`config.mk`:
```
export PLATFORM = sky130hd
export DESIGN_NAME = mem_arbiter
export DESIGN_NICKNAME = d
export VERILOG_FILES = /design/src/rtl/mem_pkg.sv /design/src/rtl/arb_pick.sv /design/src/rtl/mem_arbiter.sv
export SDC_FILE = /design/constraint.sdc
export NUM_CORES = 1
export LEC_CHECK = 0
export CAP_MARGIN = 10
export CORE_AREA = 3 3 52 54
export DETAILED_ROUTE_END_ITERATION = 10
export DIE_AREA = 0 0 55 57
export DONT_BUFFER_PORTS = 1
export PLACE_DENSITY = 0.59
export SLEW_MARGIN = 20
export SYNTH_ARGS = -nofsm -noshare
export SYNTH_HDL_FRONTEND = slang
export SYNTH_HIERARCHICAL = 1
export SYNTH_SLANG_ARGS = --single-unit
```
`constraint.sdc`:
```
create_clock -name clk -period 2.8 [get_ports clk]
set_clock_uncertainty 0.15 [all_clocks]
set_input_delay 0.56 -clock clk [delete_from_list [all_inputs] [get_ports clk]]
set_output_delay 0.56 -clock clk [all_outputs]
set_load 0.02 [all_outputs]
```
`src/rtl/mem_pkg.sv`:
```
// rtl/mem_pkg.sv - shared types and default widths for the two-client memory arbiter
//
// Contents:
//   DEF_AWIDTH / DEF_DWIDTH  default address and data widths
//   arb_state_t              arbiter FSM states
//   client_t                 client identifier used for grants
package mem_pkg;

    localparam int DEF_AWIDTH = 16;
    localparam int DEF_DWIDTH = 16;

    typedef enum logic [1:0] {
        IDLE     = 2'd0,
        RESP_INS = 2'd1,
        RESP_DRD = 2'd2,
        RESP_DWR = 2'd3
    } arb_state_t;

    typedef enum logic {
        CL_INS = 1'b0,
        CL_DAT = 1'b1
    } client_t;

endpackage

```
`src/rtl/arb_pick.sv`:
```
// rtl/arb_pick.sv - combinational two-way client picker
//
// Build option: MEM_ARB_RR_EN selects round-robin; otherwise fixed data-over-fetch priority.
//
// Ports:
//   ins_pend    in   fetch client has a request pending
//   dat_pend    in   data client has a read or write pending
//   last_grant  in   client granted most recently (only consulted in round-robin builds)
//   grant       out  client to serve; meaningful only when some request is pending
module arb_pick
    import mem_pkg::*;
(
    input  logic    ins_pend,
    input  logic    dat_pend,
    input  client_t last_grant,
    output client_t grant
);

`ifdef MEM_ARB_RR_EN
    // On a tie the client that did not win last time goes next.
    always_comb begin
        grant = CL_INS;
        if (ins_pend && dat_pend) begin
            grant = (last_grant == CL_INS) ? CL_DAT : CL_INS;
        end else if (dat_pend) begin
            grant = CL_DAT;
        end
    end
`else
    logic unused_last_grant;
    assign unused_last_grant = (last_grant == CL_DAT);

    always_comb begin
        grant = dat_pend ? CL_DAT : CL_INS;
    end
`endif

endmodule

```
`src/rtl/mem_arbiter.sv`:
```
// rtl/mem_arbiter.sv - fetch/data client arbiter in front of one single-ported synchronous RAM
//
// Build option: MEM_ARB_RR_EN enables round-robin arbitration (adds the last_grant register);
// without it the data client always wins over fetch.
//
// Ports:
//   clk, reset_n                      clock, asynchronous active-low reset
//   ins_rd_addr/req -> rdy/data       fetch client (req held until rdy)
//   dat_rw_addr, dat_wr_data,
//   dat_rd_req/dat_wr_req -> rdys     data client (write wins over a simultaneous read)
//   mem_addr/wdata/we/re, mem_rdata   RAM port, read data arrives one cycle after mem_re
module mem_arbiter
    import mem_pkg::*;
#(
    parameter int AWIDTH = DEF_AWIDTH,
    parameter int DWIDTH = DEF_DWIDTH
) (
    input  logic              clk,
    input  logic              reset_n,
    input  logic [AWIDTH-1:0] ins_rd_addr,
    input  logic              ins_rd_req,
    output logic [DWIDTH-1:0] ins_rd_data,
    output logic              ins_rd_rdy,
    input  logic [AWIDTH-1:0] dat_rw_addr,
    input  logic [DWIDTH-1:0] dat_wr_data,
    input  logic              dat_rd_req,
    input  logic              dat_wr_req,
    output logic [DWIDTH-1:0] dat_rd_data,
    output logic              dat_rd_rdy,
    output logic              dat_wr_rdy,
    output logic [AWIDTH-1:0] mem_addr,
    output logic [DWIDTH-1:0] mem_wdata,
    output logic              mem_we,
    output logic              mem_re,
    input  logic [DWIDTH-1:0] mem_rdata
);

    arb_state_t state, state_nxt;
    client_t    grant;
    client_t    last_grant;
    logic       ins_pend;
    logic       dat_pend;
    logic       granting;

    assign ins_pend = ins_rd_req;
    assign dat_pend = dat_rd_req | dat_wr_req;

    // A grant only happens in IDLE; RESP_* cycles ignore the still-asserted request.
    // reset_n gates it so the RAM port stays quiet while reset is held.
    assign granting = reset_n && (state == IDLE) && (ins_pend || dat_pend);

    arb_pick u_pick (
        .ins_pend   (ins_pend),
        .dat_pend   (dat_pend),
        .last_grant (last_grant),
        .grant      (grant)
    );

`ifdef MEM_ARB_RR_EN
    // Reset value makes the first tie after reset go to the fetch client.
    always_ff @(posedge clk or negedge reset_n) begin
        if (!reset_n) begin
            last_grant <= CL_DAT;
        end else if (granting) begin
            last_grant <= grant;
        end
    end
`else
    assign last_grant = CL_DAT;
`endif

    always_ff @(posedge clk or negedge reset_n) begin
        if (!reset_n) begin
            state <= IDLE;
        end else begin
            state <= state_nxt;
        end
    end

    always_comb begin
        state_nxt = IDLE;
        mem_addr  = '0;
        mem_wdata = '0;
        mem_we    = 1'b0;
        mem_re    = 1'b0;
        if (granting) begin
            if (grant == CL_INS) begin
                mem_addr  = ins_rd_addr;
                mem_re    = 1'b1;
                state_nxt = RESP_INS;
            end else if (dat_wr_req) begin
                mem_addr  = dat_rw_addr;
                mem_wdata = dat_wr_data;
                mem_we    = 1'b1;
                state_nxt = RESP_DWR;
            end else begin
                mem_addr  = dat_rw_addr;
                mem_re    = 1'b1;
                state_nxt = RESP_DRD;
            end
        end
    end

    // Completion pulses decode straight from the registered state; every RESP_* lasts one cycle.
    assign ins_rd_rdy  = (state == RESP_INS);
    assign dat_rd_rdy  = (state == RESP_DRD);
    assign dat_wr_rdy  = (state == RESP_DWR);
    assign ins_rd_data = ins_rd_rdy ? mem_rdata : '0;
    assign dat_rd_data = dat_rd_rdy ? mem_rdata : '0;

endmodule

```
==> results.txt, run 1 <==
----------------------------------------------------
[Pwr]
  Leakage power of the design ... 0.000558 uW
  PwrDens ... 284 nW/um^2
  Final Power ... between 300 and 400 uW
  Relative contribution of sequential cells to total power ... 0.100
  Net Sw Power ... 165 uW
  Clock group share of total power ... 0.190
  Int Pwr ... 168 uW
  Switching portion of total power ... 0.496
  Combinational fraction of design power ... 0.710
  Maximum VDD drop ... about 0.16 mV

[Critical path]
  Worst Setup End Kind ... output pin
  Data required, critical path ... 2.09 ns
  Setup Crit Path Kind ... flop to output pin
  Maximum cell stage delay along the critical path ... about 0.40 ns
  Sequence of cells on the critical path ... or3b_1 -> buf_4 -> nor4b_1 -> buf_4
  Worst path top cell family by delay ... simple AND/OR/NAND/NOR gates
  Critical Path Most Common Cell ... sky130_fd_sc_hd__buf_4
  Startpoint kind of the worst setup timing path ... flop
  Data arrival at the endpoint of the critical path ... 1.74 ns
  Reg-to-reg slack, setup ... 1.33 ns
  Count of buffering cells on the critical path with inverters included ... 2
  CP max FO ... 12
  Slowest stage cell, crit path ... sky130_fd_sc_hd__or3b_1

[Synth]
  Count of yosys warnings during synthesis ... 6
  Mean post-synth cell area ... 8.07 um^2
  Post-synthesis instance total ... 107
  Cell area after synthesis ... 863 um^2
  Net count after synthesis ... 176

[Floorplan]
  Cell Rows ... 17
  Core box area ... 2250 um^2
  Full die area ... roughly 3100 um^2
  Count of pins on the block boundary ... 138
  Die Ht ... 57 um
  Die Span X ... 55 um
  Initial standard-cell utilization of the core ... 0.383

[Timing]
  Upper clock frequency limit ... 408 MHz
  Slew of the pin with the lowest slew margin ... 0.548 ns
  Slew margin rel. ... 0.633
  Post-route fraction of the period consumed by the critical path ... 0.875
  RSZ-0062 raised after global routing ... false
  Total count of hold-check failures in the final report ... 0
  Setup TNS ... 0 ns
  Max Transition Viols Final ... 0
  Final worst hold slack ... 0.367 ns
  Setup violations, final ... 0
  Final min period ... around 2.4 ns

[Clock tree]
  Count of cells resized by post-cts repair ... 0
  Clock Path Buffers ... 2
  Post-CTS Hold Buffers ... 1
  Clk pin slew, worst setup/hold paths ... 0.03 ns
  Clock root buffer master ... sky130_fd_sc_hd__clkbuf_4
  H-tree depth ... 1
  Number of buffers inserted by post-CTS setup repair ... 0
  Worst skew pair latency ... 0.22 ns
  Clock tree sinks ... 2
  CTS tree ... built
  Total CTS buffers ... 3

[Placed design]
  Total placed cells including tap cells ... 161
  Count of buffers inserted at the top-level ports ... 0
  Final Wtd Congestion ... 0.677
  HPWL Detailed ... 2.48 mm

[Global route]
  Number of global-route vias before repair ... between 800 and 900
  Maximum number of pins on one net before global-route repair ... 25
  Total GRT Usage ... 0.172
  First-pass GRT wire length ... roughly 4.1 mm
  Initial antenna violation count ... 0
  GRT Residual Overflow ... 0

[Detailed routing]
  First-pass DRT Iterations ... 4
  Total detailed-routing wirelength ... roughly 2.9 mm
  Per-cell routed wire length ... 17.6 um
  Antenna Nets Post-Route ... 0
  DRC errors left ... 0
  Via density per instance ... between 5 and 6
  Drt initial violations ... 17
  Via total after detailed routing ... 943

[Finish]
  Register with the most flip-flops ... state
  Fill cell total of the finished layout ... 213
  Commonest non-fill, non-tap cells in the layout ... sky130_fd_sc_hd__buf_4, sky130_fd_sc_hd__and2_1, sky130_fd_sc_hd__nor3_1
  Final cell count without fillers ... 165
  Leading cell type in the layout, fill and taps excluded ... sky130_fd_sc_hd__buf_4
  Fraction of layout instances using a drive strength above 1 ... 0.394
  Footprint of the flip-flops and latches ... 50.0 um^2
  Final-stage net count ... 208
  Multi-input gate area ... 738 um^2
  Regs by FF count ... state (2)
  Growth of design area from synthesis to finish ... 35.9%
  Flip-flop count of the largest register after layout ... 2
  Antenna fix cells ... 0

[Run status]
  Result of the run ... finished clean

[Flow run]
  # Max-Cap Violations ... 0

[Hold path]
  Worst hold path type ... input port to flop

----------------------------------------------------
[worst reg2reg max path, stage by stage, from the launching register on]
cell and delay (ns):
sky130_fd_sc_hd__dfrtp_1 0.37, sky130_fd_sc_hd__or3b_1 0.40, sky130_fd_sc_hd__buf_4 0.23, sky130_fd_sc_hd__nor3b_1 0.23
[final timing paths]
check / from / end / depth (start not counted)
setup reg to reg: state[0]$_DFF_PN0_ / state[1]$_DFF_PN0_ / 3
min in group asynchronous: reset_n / state[1]$_DFF_PN0_ / 1
max in group asynchronous: reset_n / state[0]$_DFF_PN0_ / 1
hold / removal: dat_wr_req / state[0]$_DFF_PN0_ / 2
setup / recovery: state[0]$_DFF_PN0_ / mem_wdata[3] / 4
hold reg to reg: state[0]$_DFF_PN0_ / state[0]$_DFF_PN0_ / 3
[area by class of cell]
| class | count | area share |
|---|---|---|
| Multi-Input combinational cell | 92 | 0.629 |
| Clock buffer | 3 | 0.0192 |
| Tap cell | 28 | 0.0299 |
| Timing Repair Buffer | 40 | 0.279 |
| Sequential cell | 2 | 0.0426 |
[routing by layer]
metal | global-route usage | up-vias | wire (um)
li1 | - | 442 | -
met1 | 0.157 | 414 | 860
met2 | 0.348 | 85 | 1650
met3 | 0.0235 | 2 | 371
met4 | 0.0729 | 0 | 19
met5 | 0 | - | 0
[power by group through the flow]
| stage | logic [uW] | clock network, uW | registers (uW) |
|---|---|---|---|
| final | 237 | 63.4 | 33.4 |
| after global routing | 258 | 70.7 | 34.1 |
| after CTS | 239 | 67.1 | 33.6 |
| after detailed placement | 237 | 0 | 33.9 |
| after global placement | 233 | 0 | 33.7 |
| after floorplan | 183 | 0 | 33.3 |
[metrics by stage]
step	setup slack [ns]	area (um^2)	util
finish	0.351	1170	0.521
global placement	0.516	1140	0.506
detailed placement	0.422	1140	0.506
CTS	0.318	1170	0.521
floorplan	0.168	863	-
global route	0.201	1170	0.521
(Power assumes the default switching activity.)
==> inputs of run 2 (changes only) <==
--- a/config.mk
+++ b/config.mk
@@ -5,13 +5,13 @@
 export SDC_FILE = /design/constraint.sdc
 export NUM_CORES = 1
 export LEC_CHECK = 0
-export CAP_MARGIN = 10
+export CAP_MARGIN = 0
 export CORE_AREA = 3 3 52 54
 export DETAILED_ROUTE_END_ITERATION = 10
 export DIE_AREA = 0 0 55 57
 export DONT_BUFFER_PORTS = 1
 export PLACE_DENSITY = 0.59
-export SLEW_MARGIN = 20
+export SLEW_MARGIN = 15
 export SYNTH_ARGS = -nofsm -noshare
 export SYNTH_HDL_FRONTEND = slang
 export SYNTH_HIERARCHICAL = 1
==> constraint.sdc (replaced) <==
create_clock -name clk -period 2.8 [get_ports clk]
set_clock_uncertainty 0.15 [all_clocks]
set_input_delay 0.84 -clock clk [delete_from_list [all_inputs] [get_ports clk]]
set_output_delay 0.84 -clock clk [all_outputs]
set_load 0.02 [all_outputs]
==> results.txt, run 2 (same netlist as run 1, synthesis figures left out) <==
----------------------------------------------------
[Run status]
  Result of the run ... complete, but fails checks (was finished clean)
  Violated checks ... setup timing

[Critical path]
  CP max FO ... 8 (was 12)
  Worst Setup End Kind ... output pin (unchanged)
  Worst-case reg-to-reg path depth ... 3 (unchanged)
  Reg-to-reg slack, setup ... 1.26 ns (was 1.33 ns)
  Data arrival at the endpoint of the critical path ... 1.89 ns (was 1.74 ns)
  Setup Crit Path Kind ... input port to output pin (was flop to output pin)
  Startpoint kind of the worst setup timing path ... input port (was flop)
  Reg-to-reg critical path startpoint ... state[0]$_DFF_PN0_ (unchanged)
  Data required, critical path ... 1.81 ns (was 2.09 ns)
  Worst reg2reg endpoint ... state[1]$_DFF_PN0_ (unchanged)
  Worst setup path startpoint ... reset_n (was state[0]$_DFF_PN0_)

[Detailed routing]
  DRC errors left ... 0 (unchanged)
  Per-cell routed wire length ... 19.6 um (was 17.6 um)
  First-pass DRT Iterations ... 4 (unchanged)
  Via total after detailed routing ... 985 (was 943)
  Total detailed-routing wirelength ... 3.25 mm (was 2.90 mm)
  Via density per instance ... 5.93 (was 5.72)
  Antenna Nets Post-Route ... 0 (unchanged)
  Drt initial violations ... 18 (was 17)

[Pwr]
  PwrDens ... 269 nW/um^2 (was 284 nW/um^2)
  Clock group share of total power ... 0.157 (was 0.190)
  Int Pwr ... 211 uW (was 168 uW)
  Final Power ... 420 uW (was 334 uW)
  Combinational fraction of design power ... 0.763 (was 0.710)
  Net Sw Power ... 209 uW (was 165 uW)
  Relative contribution of sequential cells to total power ... 0.080 (was 0.100)
  Maximum VDD drop ... 0.235 mV (was 0.162 mV)
  Leakage power of the design ... 0.000697 uW (was 0.000558 uW)
  Switching portion of total power ... 0.498 (was 0.496)

[Hold path]
  Worst hold path type ... input port to async pin (was input port to flop)

[Global route]
  GRT Residual Overflow ... 0 (unchanged)
  Maximum number of pins on one net before global-route repair ... 27 (was 25)
  First-pass GRT wire length ... 4.58 mm (was 4.06 mm)
  Total GRT Usage ... 0.199 (was 0.172)
  Number of global-route vias before repair ... 958 (was 865)
  Initial antenna violation count ... 0 (unchanged)

[Finish]
  Register with the most flip-flops ... state (unchanged)
  Antenna fix cells ... 0 (unchanged)
  Regs by FF count ... state (2) (unchanged)
  Fraction of layout instances using a drive strength above 1 ... 0.594 (was 0.394)
  Flip-flop count of the largest register after layout ... 2 (unchanged)
  Commonest non-fill, non-tap cells in the layout ... sky130_fd_sc_hd__and2_1, sky130_fd_sc_hd__buf_4, sky130_fd_sc_hd__mux2i_1 (was sky130_fd_sc_hd__buf_4, sky130_fd_sc_hd__and2_1, sky130_fd_sc_hd__nor3_1)
  Growth of design area from synthesis to finish ... 80.9% (was 35.9%)
  Final-stage net count ... 209 (was 208)
  Leading cell type in the layout, fill and taps excluded ... sky130_fd_sc_hd__and2_1 (was sky130_fd_sc_hd__buf_4)

[Floorplan]
  Die Span X ... 55 um (unchanged)
  Count of pins on the block boundary ... 138 (unchanged)
  Full die area ... 3140 um^2 (unchanged)
  Cell Rows ... 17 (unchanged)
  Core box area ... 2250 um^2 (unchanged)
  Die Ht ... 57 um (unchanged)
  Initial standard-cell utilization of the core ... 0.383 (unchanged)

[Timing]
  Post-route fraction of the period consumed by the critical path ... 1.03 (was 0.875)
  Final setup slack of the worst path ... -0.0811 ns (was 0.351 ns)
  Upper clock frequency limit ... 347 MHz (was 408 MHz)
  RSZ-0062 raised after global routing ... true (was false)
  Slew of the pin with the lowest slew margin ... 0.522 ns (was 0.548 ns)
  Final worst hold slack ... 0.160 ns (was 0.367 ns)
  Max Transition Viols Final ... 0 (unchanged)
  Slew margin rel. ... 0.652 (was 0.633)
  Setup violations, final ... 23 (was 0)
  Total count of hold-check failures in the final report ... 0 (unchanged)
  Final min period ... 2.88 ns (was 2.45 ns)
  Setup TNS ... -0.788 ns (was 0 ns)

[Clock tree]
  Worst skew pair latency ... 0.23 ns (was 0.22 ns)
  CTS tree ... built (unchanged)
  Clock Path Buffers ... 2 (unchanged)
  Clock root buffer master ... sky130_fd_sc_hd__clkbuf_4 (unchanged)
  Total CTS buffers ... 3 (unchanged)
  Clock tree sinks ... 2 (unchanged)
  H-tree depth ... 1 (unchanged)
  Clk pin slew, worst setup/hold paths ... 0.03 ns (about the same)

[Placed design]
  HPWL Detailed ... 2.73 mm (was 2.48 mm)
  Post-placement worst setup slack ... -0.0915 ns (was 0.422 ns)
  Final Wtd Congestion ... 0.654 (was 0.677)
  Count of buffers inserted at the top-level ports ... 0 (unchanged)

[Flow run]
  # Max-Cap Violations ... 0 (unchanged)

----------------------------------------------------
run 2: per-stage QoR:
stage	instance area, um^2	instances	utilization
floorplan	1160	107	-
global placement	1440	160	0.639
detailed placement	1440	160	0.639
CTS	1530	166	0.678
global route	1560	166	0.693
finish	1560	166	0.693
run 2: routing by layer:
metal  global-route usage  vias to the layer above  share of wire
met1                0.187                      459           0.29
li1                     -                      447              -
met5                    0                        -              0
met2                0.399                       79           0.59
met3               0.0392                        0           0.12
met4               0.0625                        0              0
run 2: worst max-delay path, stage by stage:
cell	delay (ns)
sky130_fd_sc_hd__or3b_4	0.44
sky130_fd_sc_hd__buf_12	0.19
sky130_fd_sc_hd__nor4b_2	0.24
sky130_fd_sc_hd__buf_4	0.18
run 2: power by group through the flow:
stage	sequential [uW]	clock, uW	combinational [uW]
final	33.7	65.7	320
after global routing	34.3	75.9	340
after CTS	33.8	67.0	316
after detailed placement	34.1	0	298
after global placement	33.8	0	293
after floorplan	33.3	0	236
run 2: area by class of cell:
class,instances,area (um^2)
Fill cell,176,693
Tap cell,28,35.0
Clock buffer,3,22.5
Multi-Input combinational cell,92,1040
Sequential cell,2,50.0
Timing Repair Buffer,41,414
run 2: worst max-delay path by stage:
| stage | endpoint | slack [ns] | cells after the start |
|---|---|---|---|
| 4_1_cts | mem_wdata[11] | -0.07 | 4 |
| 6_report | mem_wdata[4] | -0.08 | 4 |
| 5_1_grt | mem_wdata[7] | -0.1 | 4 |
| 3_5_place_dp | mem_wdata[15] | -0.09 | 4 |
| 3_3_place_gp | mem_wdata[4] | -0.04 | 4 |
| 2_1_floorplan | mem_addr[10] | -0.09 | 6 |
run 2: what timing repair did:
action / in CTS / in global routing
pin swaps: 13 / 4
buffers inserted: 2 / 0
endpoints found under the setup margin: 23 / 29
hold endpoints to repair: 0 / 0
gates cloned: 1 / 0
gates resized for setup: 4 / 5
hold buffers: 0 / 0
